`src/rtl/countdown_pkg.sv`:
```
// Shared types and helpers for the countdown timer.
// State encoding and prescaler width helper.
package countdown_pkg;

   typedef enum logic [1:0] {
      IDLE,
      RUN,
      PAUSED,
      DONE
   } state_t;

   function automatic int clog2_min1(input int v);
      return (v <= 1) ? 1 : $clog2(v);
   endfunction

endpackage

```
`src/rtl/countdown_n_tick_gen.sv`:
```
// Prescaler for the countdown timer.
// Emits one tick every DIV enabled clocks.
module tick_gen
   import countdown_pkg::*;
#(
   parameter int DIV = 1
) (
   input  logic clk,
   input  logic rst,
   input  logic en,
   input  logic clr,
   output logic tick
);

   localparam int W = clog2_min1(DIV);
   localparam logic [W-1:0] LAST = W'(DIV - 1);

   logic [W-1:0] cnt;

   assign tick = en && (cnt == LAST);

   // prescaler: clear wins, hold when not enabled, wrap on tick
   always_ff @(posedge clk) begin
      if (rst) begin
         cnt <= '0;
      end else if (clr) begin
         cnt <= '0;
      end else if (en) begin
         cnt <= tick ? '0 : cnt + W'(1);
      end
   end

endmodule

```
`src/rtl/countdown_n.sv`:
```
// Loadable down-counter with start/pause/abort/re-arm.
// Holds the FSM, count, reload value and done pulse.
module countdown_n
   import countdown_pkg::*;
#(
   parameter int N   = 6,
   parameter int DIV = 1
) (
   input  logic         clk,
   input  logic         rst,
   input  logic         load,
   input  logic         start,
   input  logic         pause,
   input  logic [N-1:0] d,
   output logic [N-1:0] q,
   output logic         busy,
   output logic         zero,
   output logic         done,
   output state_t       state
);

   localparam logic [N-1:0] ONE = N'(1);

   state_t       state_n;
   logic [N-1:0] q_n;
   logic [N-1:0] rld;
   logic [N-1:0] rld_n;
   logic         done_n;
   logic         tick;
   logic         en;
   logic         clr;

   assign busy = (state == RUN);
   assign zero = (q == '0);

   // prescaler advances only while running and not leaving RUN
   assign en  = busy && !load && !(pause && !start);
   assign clr = (state == IDLE) || (state == DONE);

   tick_gen #(
      .DIV(DIV)
   ) u_tick (
      .clk (clk),
      .rst (rst),
      .en  (en),
      .clr (clr),
      .tick(tick)
   );

   // state, count, reload and done registers
   always_ff @(posedge clk) begin
      if (rst) begin
         state <= IDLE;
         q     <= '0;
         rld   <= '0;
         done  <= 1'b0;
      end else begin
         state <= state_n;
         q     <= q_n;
         rld   <= rld_n;
         done  <= done_n;
      end
   end

   // next-state: load > start > pause
   always_comb begin
      state_n = state;
      q_n     = q;
      rld_n   = rld;
      done_n  = 1'b0;
      unique case (state)
         IDLE: begin
            if (load) begin
               q_n   = d;
               rld_n = d;
            end else if (start && q != '0) begin
               state_n = RUN;
            end
         end
         RUN: begin
            if (load) begin
               q_n     = d;
               rld_n   = d;
               state_n = IDLE;
            end else if (pause && !start) begin
               state_n = PAUSED;
            end else if (tick) begin
               if (q > ONE) begin
                  q_n = q - ONE;
               end else begin
                  q_n     = '0;
                  done_n  = 1'b1;
                  state_n = DONE;
               end
            end
         end
         PAUSED: begin
            if (load) begin
               q_n     = d;
               rld_n   = d;
               state_n = IDLE;
            end else if (start) begin
               state_n = RUN;
            end
         end
         DONE: begin
            if (load) begin
               q_n     = d;
               rld_n   = d;
               state_n = IDLE;
            end else if (start) begin
               q_n = rld;
               if (rld != '0) begin
                  state_n = RUN;
               end
            end
         end
         default: state_n = IDLE;
      endcase
   end

   a_done: assert property (@(posedge clk) disable iff (rst)
      done |-> (state == DONE && q == '0));

   a_busy: assert property (@(posedge clk)
      busy == (state == RUN));

endmodule

```
`config.mk`:
```
export PLATFORM = sky130hd
export DESIGN_NAME = countdown_n
export DESIGN_NICKNAME = d
export VERILOG_FILES = /design/src/rtl/countdown_pkg.sv /design/src/rtl/countdown_n_tick_gen.sv /design/src/rtl/countdown_n.sv
export SDC_FILE = /design/constraint.sdc
export NUM_CORES = 1
export LEC_CHECK = 0
export ABC_CLOCK_PERIOD_IN_PS = 1800
export CORE_AREA = 3 3 49 51
export DETAILED_ROUTE_END_ITERATION = 7
export DIE_AREA = 0 0 52 54
export DONT_BUFFER_PORTS = 1
export MAX_ROUTING_LAYER = met4
export PLACE_DENSITY = 0.7
export SETUP_SLACK_MARGIN = 0.05
export SYNTH_ARGS = -nofsm -noshare
export SYNTH_HDL_FRONTEND = slang
export SYNTH_SLANG_ARGS = --single-unit
```
`constraint.sdc`:
```
create_clock -name clk -period 1.8 [get_ports clk]
set_clock_uncertainty 0.1 [all_clocks]
set_input_delay 0.36 -clock clk [delete_from_list [all_inputs] [get_ports clk]]
set_output_delay 0.36 -clock clk [all_outputs]
set_load 0.01 [all_outputs]
```
======== Word-level counts from Yosys, hierarchy flattened ========
Cells that the tools add are included.
word-level totals
  bits of input ports ..................... 11
  bits in registers ....................... 16
cells by class
  reductions and logical operators ........ 19
  muxes and demuxes ....................... 23
  order comparisons ....................... 1
  bitwise operators ....................... 3
  eq/ne operators ......................... 14
  add/subtract/negate cells ............... 2
operator list
  cell                                                 number
  two-way mux 6 bit                                    8
  two-way mux 2 bit                                    11
  case mux 6 bit (3 select lines)                      1
  nonzero test 6 bit                                   2
  != test 3 bit, second input constant                 3
  case mux 2 bit (4 select lines)                      1
  AND reduction 7 bit                                  1
  > comparator 6 x 1 -> 1 bit, second input constant   1
  logical NOT 6 bit                                    1
  != test 2 x 1 -> 1 bit, second input constant        3
  != test 3 x 2 -> 1 bit, second input constant        2
  subtractor 6 x 1 -> 6 bit, second input constant     1
  logical AND 1 bit                                    5
  OR reduction 5 bit                                   1
  equality test 2 bit, second input constant           2
  != test 4 x 2 -> 1 bit, second input constant        1
  != test 4 bit, second input constant                 1
  AND reduction 4 bit                                  1
  OR reduction 2 bit                                   2
  OR reduction 4 bit                                   1
  logical NOT 1 bit                                    3
  NOT 1 bit                                            3
  equality test 2 x 1 -> 1 bit, second input constant  1
  logical NOT 2 bit                                    1
  other kinds (4)                                      5

======== Logic depth before layout (Yosys ltp) ========
Gate-level depths: netlist of the first run.
  depth after elaboration ................. 9
  gate-level depth with buffers ........... 7
  depth with buffers taken out ............ 7

======== By module ========
Synthesis of the first run repeated with hierarchy kept, for this count alone.
unflattened totals
  cells, all modules ...................... 122
  area, all modules ....................... 1074.8 um^2
by module, submodules not included
  module       cells each  area an instance (um^2)  times used
  countdown_n  119         1033.5                   1
  tick_gen     3           41.3                     1

======== Worst setup path before layout of the first run ========
Ideal clock, no wire load.
  path kind ............................... reg-to-reg
  from .................................... register q[0]
  to ...................................... register q[2]
  data arrival time ....................... 1.777 ns
  required time ........................... 1.629 ns
  slack ................................... -0.148 ns
  library setup time ...................... 0.071 ns
  cell stages (with the launch flop) ...... 8
  buffers on the path ..................... 0
  path through ............................ dfxtp_1 inv_1 ha_1 nor2_1 nor2_2 o311a_1 or3_1 a21oi_1
on the way
  word-level cells in the longest chain between the ends .. 6
ends and longest elaborated chain
  what                                                                      line                                  source
  from (decl)                                                               countdown_n.sv:15                     output logic [N-1:0] q,
  from (signal assigned)                                                    countdown_n.sv:59                     q <= q_n;
  subtractor 6 x 1 -> 6 bit or > comparator 6 x 1 -> 1 bit (tied branches)  countdown_n.sv:89, countdown_n.sv:88
  two-way mux 6 bit (*)                                                     countdown_n.sv:88                     if (q > ONE) begin
  two-way mux 6 bit (*)                                                     countdown_n.sv:87                     end else if (tick) begin
  two-way mux 6 bit (*)                                                     countdown_n.sv:85                     end else if (pause && !start) begin
  two-way mux 6 bit (*)                                                     countdown_n.sv:81                     if (load) begin
  case mux 6 bit (3 select lines) (*)                                       countdown_n.sv:71                     unique case (state)
Mark *: on every way between the ends. The rest lies on a longest branch, timed or not. The select of a mux whose other input is x is not followed.
A chain may end at the register's enable or synchronous reset.

======== Worst setup path after layout of the first run ========
  from .................................... register q[0]
  to ...................................... register q[0]
The elaborated chain is that of the path after synthesis.

==> results of run 1 <==
layer usage:
metal | share of wire (%) | vias to the layer above
met5 | 0 | -
met4 | 0.52 | 0
met3 | 5.5 | 2
met2 | 49 | 40
met1 | 45 | 501
li1 | - | 519
final cells by class:
type                    count  share of cell area (%)
multi-input cells         100                    57.2
well taps                  27                    2.31
flip-flops and latches     16                    23.1
clock buffers               4                    2.49
repair buffers             25                    12.7
inverters                   7                    2.14
worst min-delay path by stage:
| stage | slack (ns) | startpoint | cells past startpoint | to |
|---|---|---|---|---|
| after floorplan | 0.33 | u_tick.cnt | 1 | done |
| after global placement | 0.32 | rst | 1 | q[0] |
| after detailed placement | 0.32 | rst | 1 | q[0] |
| after CTS | 0.01 | rst | 1 | q[0] |
| after global routing | 0.002 | rst | 1 | q[5] |
| final | 0.01 | rst | 1 | q[1] |
flip-flops by register name (all words and copies together), names as in the netlist:
| signal | count |
|---|---|
| rld | 6 |
| q | 6 |
| u_tick.cnt | 1 |
| state | 2 |
| done | 1 |
power groups by stage:
stage                     Sequential, mW  Combinational (mW)  Clock (mW)
after floorplan                    0.553               0.698           0
after global placement             0.512                1.04           0
after detailed placement           0.515                1.07           0
after CTS                          0.507                1.21       0.245
after global routing               0.532                1.51       0.257
final                              0.521                1.36       0.241
per-stage QoR:
stage / cells / setup TNS (ns)
after global routing: 179 / -0.0391
after floorplan: 129 / 0
after global placement: 167 / 0
after CTS: 174 / 0
final: 179 / 0
after detailed placement: 167 / -0.0427
synthesized netlist by cell type (2+ instances only):
cell	count
nand2_1	12
or3_1	3
a21oi_2	2
nand3_1	3
nor4_1	3
nor3_1	2
buf_2	2
a21oi_1	5
mux2i_1	9
nor2b_1	5
nor2_1	12
o21ai_0	5
clkbuf_1	4
dfxtp_1	16
inv_1	7
a221oi_1	5
xnor2_1	2
ha_1	8
o311a_1	3
nand2b_1	4
repair_timing:
item / CTS / global route
gates resized for setup: 12 / 21
gates cloned: 0 / 1
setup endpoints to repair: 8 / 12
pin swaps: 5 / 14
buffers inserted: 3 / 4
cells by family after synthesis:
logic type	synth area share [%]
AOI/OAI and AO/OA	20.4
xor gates and xnor gates	1.62
adders and majority gates	9.23
buffers and inverters	4.73
DFF	29.5
muxes	9.34
and+or+nand+nor	25.1
==> impl_results.md, run 1 <==
- Status: finished, final reports clean
- Critical Path Source Type: flop
- Crit-path max cell delay: 0.39 ns
- Max-cap violations: 0
- Overall Global Routing Usage: between 20% and 30%
- Final wirelength: 2670 um
- End of the critical path: q[0]
- Fillers: 150
- P per Cell Area: 1450 nW/um2
- Starting density of the core: a little over half
- Cts hold-fix bufs: 0
- Area grow syn2layout: 34.6%
- Critical path fanouts, max: 5
- Capturing point of the worst reg2reg path: q[0]
- Port bufs: 0
- Post-Syn Area: around 1100 um2
- DR vias: 1062
- Most frequent cells in the layout: 24 x buf_4, 12 x nand2_1, 10 x nor2_1, 10 x dfxtp_1, 9 x mux2i_1
- Final HPWL DP: 1980 um
- Die Wd: approximately 52 um
- Ys flop type: dfxtp_1
- TritonCTS Buffers: 3
- CP max-delay cell: dfxtp_4
- Average wire per standard cell: 14.9 um
- Most common cell after layout, fill and taps aside: buf_4
- Synthesized Nets: around 150
- IO Pins: 22
- Drt initial violations: 36
- Met1 GRT Util: approximately 28%
- Vias in the first global route: a little over 1000
- Placer Congestion: slightly above 0.8
- Final Max Tran Viols: 0
- Critical Path AT: ~1.9 ns
- Asr flop ratio synth: 0%
- Height of the chip: roughly 54 um
- Design area: approximately 1500 um2
- Largest net degree at the start of global routing: 18
- Router iterations before antenna repair: 4
- Leak pwr: roughly 0.58 nW
- Setup violations, final: 0
- Yosys cell types: 37
- Total global routing overflow: 0
- Die ar.: between 2000 and 3000 um2
- Clock share of power: a little under an eighth
- Layout cells sized above 1: 42.1%
- CTS tree: built
- Syn avg cell area: approximately 8.4 um2
- Setup WS post-layout: between 0.05 and 0.06 ns
- GRT busiest layer: met2
- Synth area leader: dfxtp_1
- Seq pwr share: between 20% and 30%
- Antenna violations before repair: 0
- #FFs+latches synth: 16
- Drt drc: 0
- CP Buf/Inv Count: 1
- Psw: about 0.85 mW
- Final antenna-violating net count: 0
- Hold Path Class: in2reg
- Slew HR: about three quarters
- Stages on worst setup path: 7
- First-pass GRT wire length: 4550 um
- Gate power share: approximately 64%
- Number of synthesized flops with an enable pin: 0
- Final hold vios: 0
- Sequential fraction of the synthesis area: a little under 30%
- Clock sink count: 16
- Register area: approximately 340 um2
- Crit-path cells: inv_4 -> ha_4 -> nor2_4 -> nor2_4 -> o311a_1 -> or3_1 -> a21oi_1
- Max VDD drop: 1.01 mV
- Met3 global-route usage: 4.16%
- Top delay family on crit path: simple AND/OR/NAND/NOR gates
- Met2 Use GR: around 37%
- Worst-margin pin slew: between 0.3 and 0.4 ns
- Clock transition at path regs: approximately 0.09 ns
- Root Buffer: clkbuf_4
- Post-layout util: roughly 74%
- Final #Nets: 172
- Reg2reg setup slack: between 0.05 and 0.06 ns
- R2R depth: 7
- Inserted Diodes: 0
- CTS HTree Levels: 1
- Placed cell areas: ~1200 um2
- Period minus WS final: about 1.7 ns
- Synth warn: 0
- Floorplan core area: slightly below 2000 um2
- Final Cycle Share: a little over nine tenths
- Rows: 16
- Hold Slack: between 0.01 and 0.015 ns
- Place WS: -0.0322 ns
- Path type of the worst setup path: reg2reg
- Clock Path Buffers: 2
- Switch share: 40.1%
- FF-to-FF Start: q[0]
- Share of the synthesized area in the top cell type: between 20% and 30%
- Cells after Synth: between 100 and 150
- Int Pwr: about 1.3 mW
- Dominant cells by area after synthesis: dfxtp_1 30%, ha_1 9.2%, mux2i_1 8.3%
- Max frequency: between 0.5 and 0.6 GHz
- Vias per Instance: 5.93
- Crit path from: q[0]
- Most numerous cell on the critical path: nor2_4
- PnR Total Power: approximately 2.1 mW
- Multi-input logic area: roughly 840 um2
- Clk_lat worst skew: 0.29 ns
- CP required: ~1.9 ns
- RSZ-0062 raised after global routing: true
- Crit. End Element: flop
No activity file was read; power rests on OpenSTA's default activity.
==> run 2: changes to the inputs <==
--- a/config.mk
+++ b/config.mk
@@ -6,9 +6,10 @@
 export NUM_CORES = 1
 export LEC_CHECK = 0
 export ABC_CLOCK_PERIOD_IN_PS = 1800
-export CORE_AREA = 3 3 49 51
+export CORE_AREA = 2 2 48 50
+export CTS_BUF_LIST = sky130_fd_sc_hd__clkbuf_4 sky130_fd_sc_hd__clkbuf_8 sky130_fd_sc_hd__clkbuf_16
 export DETAILED_ROUTE_END_ITERATION = 7
-export DIE_AREA = 0 0 52 54
+export DIE_AREA = 0 0 50 52
 export DONT_BUFFER_PORTS = 1
 export MAX_ROUTING_LAYER = met4
 export PLACE_DENSITY = 0.7
==> impl_results.md, run 2 (synthesized netlist as in run 1, its figures left out) <==
- Status: finished, final reports clean
- Clk_lat worst skew: 0.30 ns (about the same)
- Final #Nets: 182 (+5.8%)
- CTS tree: built
- Root Buffer: clkbuf_4
- Total global routing overflow: 0 (unchanged)
- Clock Path Buffers: 2 (unchanged)
- Placer Congestion: 0.848 (+3.3%)
- Inserted Diodes: 0 (unchanged)
- Clock sink count: 16 (unchanged)
- Final wirelength: 3510 um (+31%)
- Antenna violations before repair: 0 (unchanged)
- Top Registers: q: 6 flops, rld: 6 flops, state: 2 flops
- Max frequency: 0.565 GHz (-1.4%)
- Port bufs: 0 (unchanged)
- Met3 global-route usage: 4.02% (-0.13 points)
- Post-layout util: 76.0% (+2.3 points)
- P per Cell Area: 1460 nW/um2 (about the same)
- IO Pins: 22 (unchanged)
- Vias per Instance: 6.03 (+1.6%)
- CTS HTree Levels: 1 (unchanged)
- Most frequent cells in the layout: 27 x buf_4, 11 x nand2_1, 10 x nor2_1, 10 x dfxtp_1, 9 x mux2i_1
- Height of the chip: 52 um (-3.7%)
- R2R depth: 7 (unchanged)
- TritonCTS Buffers: 3 (unchanged)
- PnR Total Power: 2.33 mW (+9.7%)
- Capturing point of the worst reg2reg path: q[1]
- Clock transition at path regs: 0.09 ns (about the same)
- Hold Path Stages: 1 (unchanged)
- Drt drc: 0 (unchanged)
- Final Cycle Share: 98.3% (+1.4 points)
- Area grow syn2layout: 47.5%
- FF-to-FF Start: state[1]
- Setup violations, final: 0 (unchanged)
- Period minus WS final: 1.77 ns (+0.0247 ns)
- Max-cap violations: 0 (unchanged)
- GRT busiest layer: met2
- Layout cells sized above 1: 46.9% (+4.8 points)
- Leak pwr: 0.638 nW (+10%)
- Hold Slack: 0.0172 ns (+0.00630 ns)
- First-pass GRT wire length: 5080 um (+12%)
- Largest net degree at the start of global routing: 18 (unchanged)
- Crit. End Element: flop
- Rows: 17 (+1)
- Crit path from: state[1]
- Final HPWL DP: 2090 um (+5.7%)
- Met2 Use GR: 46.9% (+9.7 points)
- RSZ-0062 raised after global routing: true
- CP required: 1.93 ns (about the same)
- Critical path fanouts, max: 5 (unchanged)
- DR vias: 1145 (+7.8%)
- Overall Global Routing Usage: 27.0% (+4.5 points)
- Place WS: -0.00803 ns (+0.0241 ns)
- Setup WS post-layout: 0.0303 ns (-0.0247 ns)
- Met1 GRT Util: 30.1% (+1.6 points)
- Critical Path AT: 1.90 ns (+0.03 ns)
- Die Wd: 50 um (-3.8%)
- Vias in the first global route: 1111 (+8.3%)
- HP Start: rst
- Max VDD drop: 0.963 mV (-4.7%)
- Final hold vios: 0 (unchanged)
- Drt initial violations: 40 (+11%)
- Fillers: 141 (-6.0%)
- Most common cell after layout, fill and taps aside: buf_4
- Floorplan core area: 2110 um2 (+6.3%)
- Hold Path Sink: q[2]
- Reg2reg setup slack: 0.03 ns (-0.02 ns)
- Hold Path Class: in2reg
- Starting density of the core: 51.5% (-3.2 points)
- Critical Path Source Type: flop
- Die ar.: 2600 um2 (-7.4%)
- Worst-margin pin slew: 0.363 ns (+0.0133 ns)
- Final Max Tran Viols: 0 (unchanged)
- Slew HR: 75.6% (-1.1 points)
- Router iterations before antenna repair: 4 (unchanged)
- Path type of the worst setup path: reg2reg
- Final antenna-violating net count: 0 (unchanged)
- Average wire per standard cell: 18.5 um (+24%)
run 2: worst max-delay path by stage:
| stage | slack (ns) | to | cells past startpoint |
|---|---|---|---|
| after floorplan | 0.04 | q[2] | 7 |
| after global placement | 0.008 | q[2] | 7 |
| after detailed placement | -0.008 | q[2] | 7 |
| after CTS | 0.03 | state[1] | 5 |
| after global routing | -0.04 | state[1] | 8 |
| final | 0.03 | q[1] | 7 |
run 2: stage by stage:
stage	setup TNS (ns)	std cells	area, um2
4_1_cts	0	182	1440
6_report	0	190	1600
2_1_floorplan	0	129	1110
3_5_place_dp	-0.00803	170	1260
5_1_grt	-0.108	190	1600
3_3_place_gp	0	170	1260
run 2: area by class of cell:
class | instances | area, um2 | area share, %
Sequential cell | 16 | 335 | 21.0
Tap cell | 28 | 35.0 | 2.19
Multi-Input combinational cell | 100 | 883 | 55.2
Timing Repair Buffer | 35 | 283 | 17.7
Inverter | 7 | 33.8 | 2.11
Clock buffer | 4 | 30.0 | 1.88
run 2: critical path: stages (launching register included):
cell and delay [ns]:
dfxtp_4 0.37, buf_4 0.14, ha_4 0.16, nor2_4 0.15
a31oi_4 0.14, buf_6 0.15, or3_1 0.36, a21oi_1 0.13
run 2: per-layer routing:
metal / vias to the layer above / wire (um)
met1: 570 / 1500
li1: 537 / -
met4: 0 / 69
met2: 30 / 1830
met5: - / 0
met3: 8 / 117
run 2: report_power, final:
part / internal (mW) / switching, mW / leakage, nW
sequential: 0.442 / 0.0836 / 0.135
combinational: 0.802 / 0.782 / 0.484
clock: 0.102 / 0.118 / 0.0184
run 2: timing repair:
action | 4_1_cts | 5_1_grt
setup buffers | 7 | 5
gates cloned | 1 | 0
pin swaps | 7 | 17
resized for setup | 19 | 28
hold buffers | 0 | 3
endpoints found under the hold margin | 0 | 2
setup endpoints to repair | 9 | 10
